### src/rtl/mfp_ahb_uart_tx.sv
// AHB-lite UART transmitter: byte TX FIFO, programmable baud divider and 8N1 serializer.
// Transmitter-empty level interrupt, zero-wait-state register interface.
module mfp_ahb_uart_tx #(
  parameter int FIFO_DEPTH  = 16,
  parameter int DIV_W       = 16,
  parameter int DEFAULT_DIV = 434
) (
  input  logic        HCLK,
  input  logic        HRESETn,
  input  logic [3:0]  HADDR,
  input  logic [1:0]  HTRANS,
  input  logic [31:0] HWDATA,
  input  logic        HWRITE,
  input  logic        HSEL,
  output logic [31:0] HRDATA,
  output logic        UART_TX,
  output logic        TX_IRQ
);

  localparam int AW = (FIFO_DEPTH > 1) ? $clog2(FIFO_DEPTH) : 1;
  localparam int CW = AW + 1;

  typedef enum logic [1:0] {IDLE, START, DATA, STOP} state_t;

  // A divider below 2 cannot produce a valid bit period.
  function automatic logic [DIV_W-1:0] clamp_div(input logic [31:0] d);
    logic [DIV_W-1:0] v;
    v = d[DIV_W-1:0];
    return (v < DIV_W'(2)) ? DIV_W'(2) : v;
  endfunction

  function automatic logic [4:0] sat_count(input logic [CW-1:0] c);
    logic [31:0] cx;
    cx = 32'(c);
    return (cx > 32'd31) ? 5'd31 : cx[4:0];
  endfunction

  logic              addr_vld_p0;
  logic              wr_vld_p1;
  logic [3:0]        wr_addr_p1;
  logic              wr_txdata, wr_status, wr_baud, wr_ctrl;
  logic [DIV_W-1:0]  baud_div;
  logic              irq_en, tx_en, overflow;
  logic [7:0]        mem [FIFO_DEPTH];
  logic [AW-1:0]     wr_ptr, rd_ptr;
  logic [CW-1:0]     count;
  logic              empty, full, push_ok, pop, busy, start_ok, bit_done;
  logic [31:0]       rd_mux;
  state_t            state, state_nxt;
  logic [DIV_W-1:0]  div_lat, div_nxt, timer, timer_nxt;
  logic [2:0]        idx, idx_nxt;
  logic [7:0]        shreg, sh_nxt;
  logic              tx_nxt;
  logic              unused_bits;

  assign unused_bits = &{1'b0, HTRANS[0], HWDATA[31:9]};

  assign addr_vld_p0 = HSEL & HTRANS[1];

  // Address phase -> data phase
  always_ff @(posedge HCLK or negedge HRESETn) begin
    if (!HRESETn) begin
      wr_vld_p1  <= 1'b0;
      wr_addr_p1 <= 4'd0;
    end else begin
      wr_vld_p1  <= addr_vld_p0 & HWRITE;
      wr_addr_p1 <= HADDR;
    end
  end

  assign wr_txdata = wr_vld_p1 && (wr_addr_p1 == 4'h0);
  assign wr_status = wr_vld_p1 && (wr_addr_p1 == 4'h1);
  assign wr_baud   = wr_vld_p1 && (wr_addr_p1 == 4'h2);
  assign wr_ctrl   = wr_vld_p1 && (wr_addr_p1 == 4'h3);

  assign empty    = (count == '0);
  assign full     = (count == CW'(FIFO_DEPTH));
  assign push_ok  = wr_txdata & ~full;
  assign busy     = (state != IDLE);
  assign start_ok = ~empty & tx_en;
  assign bit_done = (timer == div_lat - 1'b1);

  always_ff @(posedge HCLK or negedge HRESETn) begin
    if (!HRESETn) begin
      baud_div <= DIV_W'(DEFAULT_DIV);
      irq_en   <= 1'b0;
      tx_en    <= 1'b1;
      overflow <= 1'b0;
    end else begin
      if (wr_baud) baud_div <= clamp_div(HWDATA);
      if (wr_ctrl) begin
        irq_en <= HWDATA[0];
        tx_en  <= HWDATA[1];
      end
      if (wr_txdata && full)           overflow <= 1'b1;
      else if (wr_status && HWDATA[8]) overflow <= 1'b0;
    end
  end

  always_ff @(posedge HCLK) begin
    if (push_ok) mem[wr_ptr] <= HWDATA[7:0];
  end

  always_ff @(posedge HCLK or negedge HRESETn) begin
    if (!HRESETn) begin
      wr_ptr <= '0;
      rd_ptr <= '0;
      count  <= '0;
    end else begin
      if (push_ok) wr_ptr <= wr_ptr + 1'b1;
      if (pop)     rd_ptr <= rd_ptr + 1'b1;
      case ({push_ok, pop})
        2'b10:   count <= count + 1'b1;
        2'b01:   count <= count - 1'b1;
        default: count <= count;
      endcase
    end
  end

  always_comb begin
    rd_mux = 32'd0;
    case (HADDR)
      4'h1:    rd_mux = {23'd0, overflow, busy, full, empty, sat_count(count)};
      4'h2:    rd_mux = 32'(baud_div);
      4'h3:    rd_mux = {30'd0, tx_en, irq_en};
      default: rd_mux = 32'd0;
    endcase
  end

  always_ff @(posedge HCLK or negedge HRESETn) begin
    if (!HRESETn)                  HRDATA <= 32'd0;
    else if (addr_vld_p0 & ~HWRITE) HRDATA <= rd_mux;
  end

  always_ff @(posedge HCLK or negedge HRESETn) begin
    if (!HRESETn) state <= IDLE;
    else          state <= state_nxt;
  end

  always_comb begin
    state_nxt = state;
    case (state)
      IDLE:  if (start_ok) state_nxt = START;
      START: if (bit_done) state_nxt = DATA;
      DATA:  if (bit_done && idx == 3'd7) state_nxt = STOP;
      STOP:  if (bit_done) state_nxt = start_ok ? START : IDLE;
      default: state_nxt = IDLE;
    endcase
  end

  // A new frame loads from IDLE or directly out of STOP so frames run back-to-back.
  always_comb begin
    pop       = ((state == IDLE) || (state == STOP && bit_done)) && start_ok;
    timer_nxt = ((state == IDLE) || bit_done) ? '0 : timer + 1'b1;
    div_nxt   = pop ? baud_div : div_lat;
    idx_nxt   = idx;
    sh_nxt    = shreg;
    if (pop) begin
      sh_nxt  = mem[rd_ptr];
      idx_nxt = 3'd0;
    end else if (state == DATA && bit_done) begin
      sh_nxt  = shreg >> 1;
      idx_nxt = idx + 1'b1;
    end
    case (state_nxt)
      START:   tx_nxt = 1'b0;
      DATA:    tx_nxt = sh_nxt[0];
      default: tx_nxt = 1'b1;
    endcase
  end

  always_ff @(posedge HCLK or negedge HRESETn) begin
    if (!HRESETn) begin
      timer   <= '0;
      idx     <= 3'd0;
      UART_TX <= 1'b1;
      TX_IRQ  <= 1'b0;
    end else begin
      timer   <= timer_nxt;
      idx     <= idx_nxt;
      UART_TX <= tx_nxt;
      TX_IRQ  <= irq_en & empty & ~busy;
    end
  end

  always_ff @(posedge HCLK) begin
    div_lat <= div_nxt;
    shreg   <= sh_nxt;
  end

endmodule

### config.mk
export PLATFORM = sky130hd
export DESIGN_NAME = mfp_ahb_uart_tx
export DESIGN_NICKNAME = d
export VERILOG_FILES = /design/src/rtl/mfp_ahb_uart_tx.sv
export SDC_FILE = /design/constraint.sdc
export NUM_CORES = 1
export LEC_CHECK = 0
export BUFFER_PORTS_ARGS = -buffer_cell sky130_fd_sc_hd__buf_4
export CAP_MARGIN = 10
export CELL_PAD_IN_SITES_DETAIL_PLACEMENT = 1
export CELL_PAD_IN_SITES_GLOBAL_PLACEMENT = 1
export CORE_AREA = 2 2 116 202
export CTS_CLUSTER_SIZE = 12
export DETAILED_ROUTE_END_ITERATION = 12
export DIE_AREA = 0 0 118 204
export HOLD_SLACK_MARGIN = 0.1
export PLACE_DENSITY_LB_ADDON = 0.3
export SLEW_MARGIN = 25
export SYNTH_ARGS = -nofsm -noshare
export SYNTH_HDL_FRONTEND = slang
export SYNTH_SLANG_ARGS = --single-unit
### constraint.sdc
create_clock -name HCLK -period 6.95 [get_ports HCLK]
set_clock_uncertainty 0.05 [all_clocks]
set_input_delay 1.7375 -clock HCLK [delete_from_list [all_inputs] [get_ports HCLK]]
set_output_delay 1.7375 -clock HCLK [all_outputs]
set_load 0.01 [all_outputs]
==> summary.md <==
| Metric | Value |
|---|---|
| Area Overhead vs Synth | 12.5% |
| Worst path slowest cell | or4_1 |
| CTS sink count | 228 |
| DIE AREA | 24,100 um^2 |
| Chip height | 204 um |
| Placeable Area | 22,600 um^2 |
| Initial antenna violation count | 0 |
| Leakage | between 4 and 5 nW |
| Clock tree from TritonCTS | yes |
| Sequential cell area | 6470 um^2 |
| Remaining DRCs | 0 |
| Status | finished, final reports clean |
| Top-area cell type share of the netlist area | 0.459 |
| Routability cong. | 0.839 |
| Inserted Diodes | 0 |
| Count of final hold-check violations | 0 |
| Cts hold-fix bufs | 0 |
| Cells after Synth | 647 |
| EDFF count, synth | 151 |
| Vias per std cell | about 5.5 |
| Post-synthesis area per instance | 15.3 um^2 |
| Clock Latency Late Sink | roughly 0.50 ns |
| CP bufs+invs | 1 |
| TNS Setup | 0 ns |
| Total GRT Usage | 0.203 |
| Mapped cell area | 9880 um^2 |
| Routed wire length per instance | 23.6 um |
| Hold path cells | 0 |
| Unrepaired setup endpoints after global routing | no |
| WP data arrival | 5.44 ns |
| Post-DP HPWL | 17,000 um |
| Pwr dens | 325 nW/um^2 |
| Critical path start-end classification | reg -> reg |
| Final period utilization | 0.729 |
| Min Tclk post-route | 5.07 ns |
| DR iter-0 viols | 261 |
| Crit path largest cell delay | 0.75 ns |
| # Max-Cap Violations | 0 |
| DRT Pass-1 Iters | 4 |
| Primary FF master, synth | edfxtp_1 |
| CTS clock-pin slew for the worst setup and hold paths | 0.06 ns |
| FF-to-FF path depth | 15 |
| H-tree Lvls | 1 |
| Final #Nets | 746 |
| Max-slew violation count | 0 |
| Starting Density | 0.438 |
| GRT overflow | 0 |
| Worst-margin pin slew | roughly 0.87 ns |
| Largest net degree at the start of global routing | 77 |
| YS warnings | 0 |
| Clk root buf | clkbuf_16 |
| Worst Setup End Kind | register |
| Yosys top cell by area | edfxtp_1 |
| Maximum vdd drop | 208 uV |
| Max-slew headroom | 0.415 |
| Vias in the first global route | roughly 6,300 |
| DRT antenna net count | 0 |
| HP Class | reg -> reg |
| Drt total wl | 23,800 um |
| Crit path depth | 15 |
| Filler cells | 2,205 |
| Critical-path cell list | or4_1, or4_1, a21oi_1, o32ai_1, a211o_1, o31a_4, nor2_8, ha_1, xor2_1, ha_1, inv_1, nor3b_1, o21ai_0, a21oi_1, xor2_1 |
| Synthesized flop and latch total | 228 |
| Top cells by area, synth | edfxtp_1, dfrtp_1, mux4_2, mux2_2, xnor2_1 |
| PortBufs | 42 |
| Top delay family on crit path | simple AND/OR/NAND/NOR gates |
| I/O pin total | 76 |
| PnR Total Power | ~3.6 mW |
| Sequential area share after synthesis | 0.654 |
| DR vias | 5,588 |
| Die width | around 120 um |
| Asr flop ratio synth | 0.333 |
| Setup violators final | 0 |
| FMAX | 0.197 GHz |
| Clock Tree Buf Depth | 3 |
| Crit path max fanout | 32 |
| Site row count | 73 |
| Post-CTS Setup Bufs | 0 |
| Library cells used by synthesis | 64 |
| Share of cells above drive strength 1 | 0.216 |
| CTS resizes | 0 |
| First-pass GRT wire length | 37,200 um |
| Worst EP required | 7.32 ns |
| Multi-input gate area | approximately 3200 um^2 |
| Total CTS buffers | 23 |
| Critical path startpoint category | register |
cells by family (layout without fill, tap and decap cells):
family | count (synthesis) | in the layout | synth area share
compound gates | 75 | 75 | 0.0542
other cells | 1 | 16 | 0.000380
mux | 65 | 65 | 0.119
xor+xnor | 45 | 45 | 0.0407
buf+inv | 60 | 106 | 0.0309
fa+ha+maj | 12 | 12 | 0.0152
flops | 228 | 228 | 0.654
simple gates | 161 | 161 | 0.0851
state kept, by name, summed over array words and instances, names as in the netlist, 2 cells and up:
signal	count
div_lat	16
baud_div	16
wr_addr_p1	4
mem	128
state	2
rd_ptr	4
count	5
idx	3
timer	16
HRDATA	16
wr_ptr	4
shreg	8
path summary, 6_finish.rpt:
check	startpoint	endpoint	slack, ns
worst max-delay path	div_lat[3]$_DFFE_PN_	count[4]$_DFFE_PN0P_	1.88
worst max register to register	div_lat[3]$_DFFE_PN_	count[4]$_DFFE_PN0P_	1.88
worst min-delay path	baud_div[15]$_DFFE_PN0P_	div_lat[15]$_DFFE_PN_	0.44
min in group asynchronous	HRESETn	HRDATA[1]$_DFFE_PN0P_	1.21
max in group asynchronous	HRESETn	timer[7]$_DFF_PN0_	5.09
worst min register to register	baud_div[15]$_DFFE_PN0P_	div_lat[15]$_DFFE_PN_	0.44
routing by layer:
metal  vias up  track usage  routed length, um  part of all wire
met1      2916        0.203               8120              0.34
met4         0       0.0843                939             0.040
met5         -            0                  0                 0
met2       110        0.414              14100              0.59
li1       2508            -                  -                 -
met3        54       0.0259                650             0.027
metrics by stage:
stage / setup WS, ns / hold slack (ns) / std cells / instance area [um^2] / util
after floorplan: 2.63 / 0.393 / 662 / 9940 / -
after global placement: 2.13 / 0.404 / 967 / 10400 / 0.463
after detailed placement: 1.94 / 0.417 / 967 / 10500 / 0.463
after CTS: 1.92 / 0.434 / 1008 / 11100 / 0.492
after global routing: 1.57 / 0.443 / 1008 / 11100 / 0.493
final: 1.88 / 0.435 / 1008 / 11100 / 0.493
layout make-up:
class                      instances  share of cell area
tap                              300              0.0338
sequential                       228               0.582
multi-input combinational        374               0.287
clock buffer                      40              0.0584
inverter                          17             0.00574
timing repair buffer              48              0.0328
clock inverter                     1            0.000675
cells in the mapped netlist (2+ instances only):
cell	count
mux2_2	21
o21ai_1	2
nor4_1	9
buf_1	6
buf_4	18
and3_1	7
o21ai_0	15
o32ai_1	2
a21oi_1	10
nand3b_1	2
a22o_1	15
a22oi_1	9
mux4_2	40
a211o_1	2
dfrtp_1	69
o41ai_1	2
nor3_1	9
nand2b_1	5
nor3b_1	4
or3_1	4
a31oi_1	3
clkbuf_1	17
and2_1	3
edfxtp_1	151
nand3_1	13
a211oi_1	2
inv_1	17
o31ai_1	3
nor2_1	52
mux2i_1	4
dfstp_2	7
nor2b_1	5
nand2_1	29
nand4_1	5
or4_1	3
ha_1	12
xor2_1	20
xnor2_1	24
where the power goes:
group	total, mW	internal, mW	leakage [nW]	switching [mW]
sequential	1.69	1.56	2.35	0.134
combinational	0.803	0.384	1.46	0.419
clock	1.12	0.629	0.310	0.489
layout by cell type, fill, tap and decap left out, types with 20 or more instances in the layout:
| cell type | synthesis | routed |
|---|---|---|
| xnor2_1 | 24 | 24 |
| xor2_1 | 20 | 20 |
| edfxtp_1 | 151 | 151 |
| nor2_1 | 52 | 52 |
| nand2_1 | 29 | 29 |
| clkbuf_16 | 0 | 23 |
| dfrtp_1 | 69 | 68 |
| mux2_2 | 21 | 21 |
| mux4_2 | 40 | 40 |
| buf_4 | 18 | 47 |
Note: power is estimated with default switching activity, not from simulation.
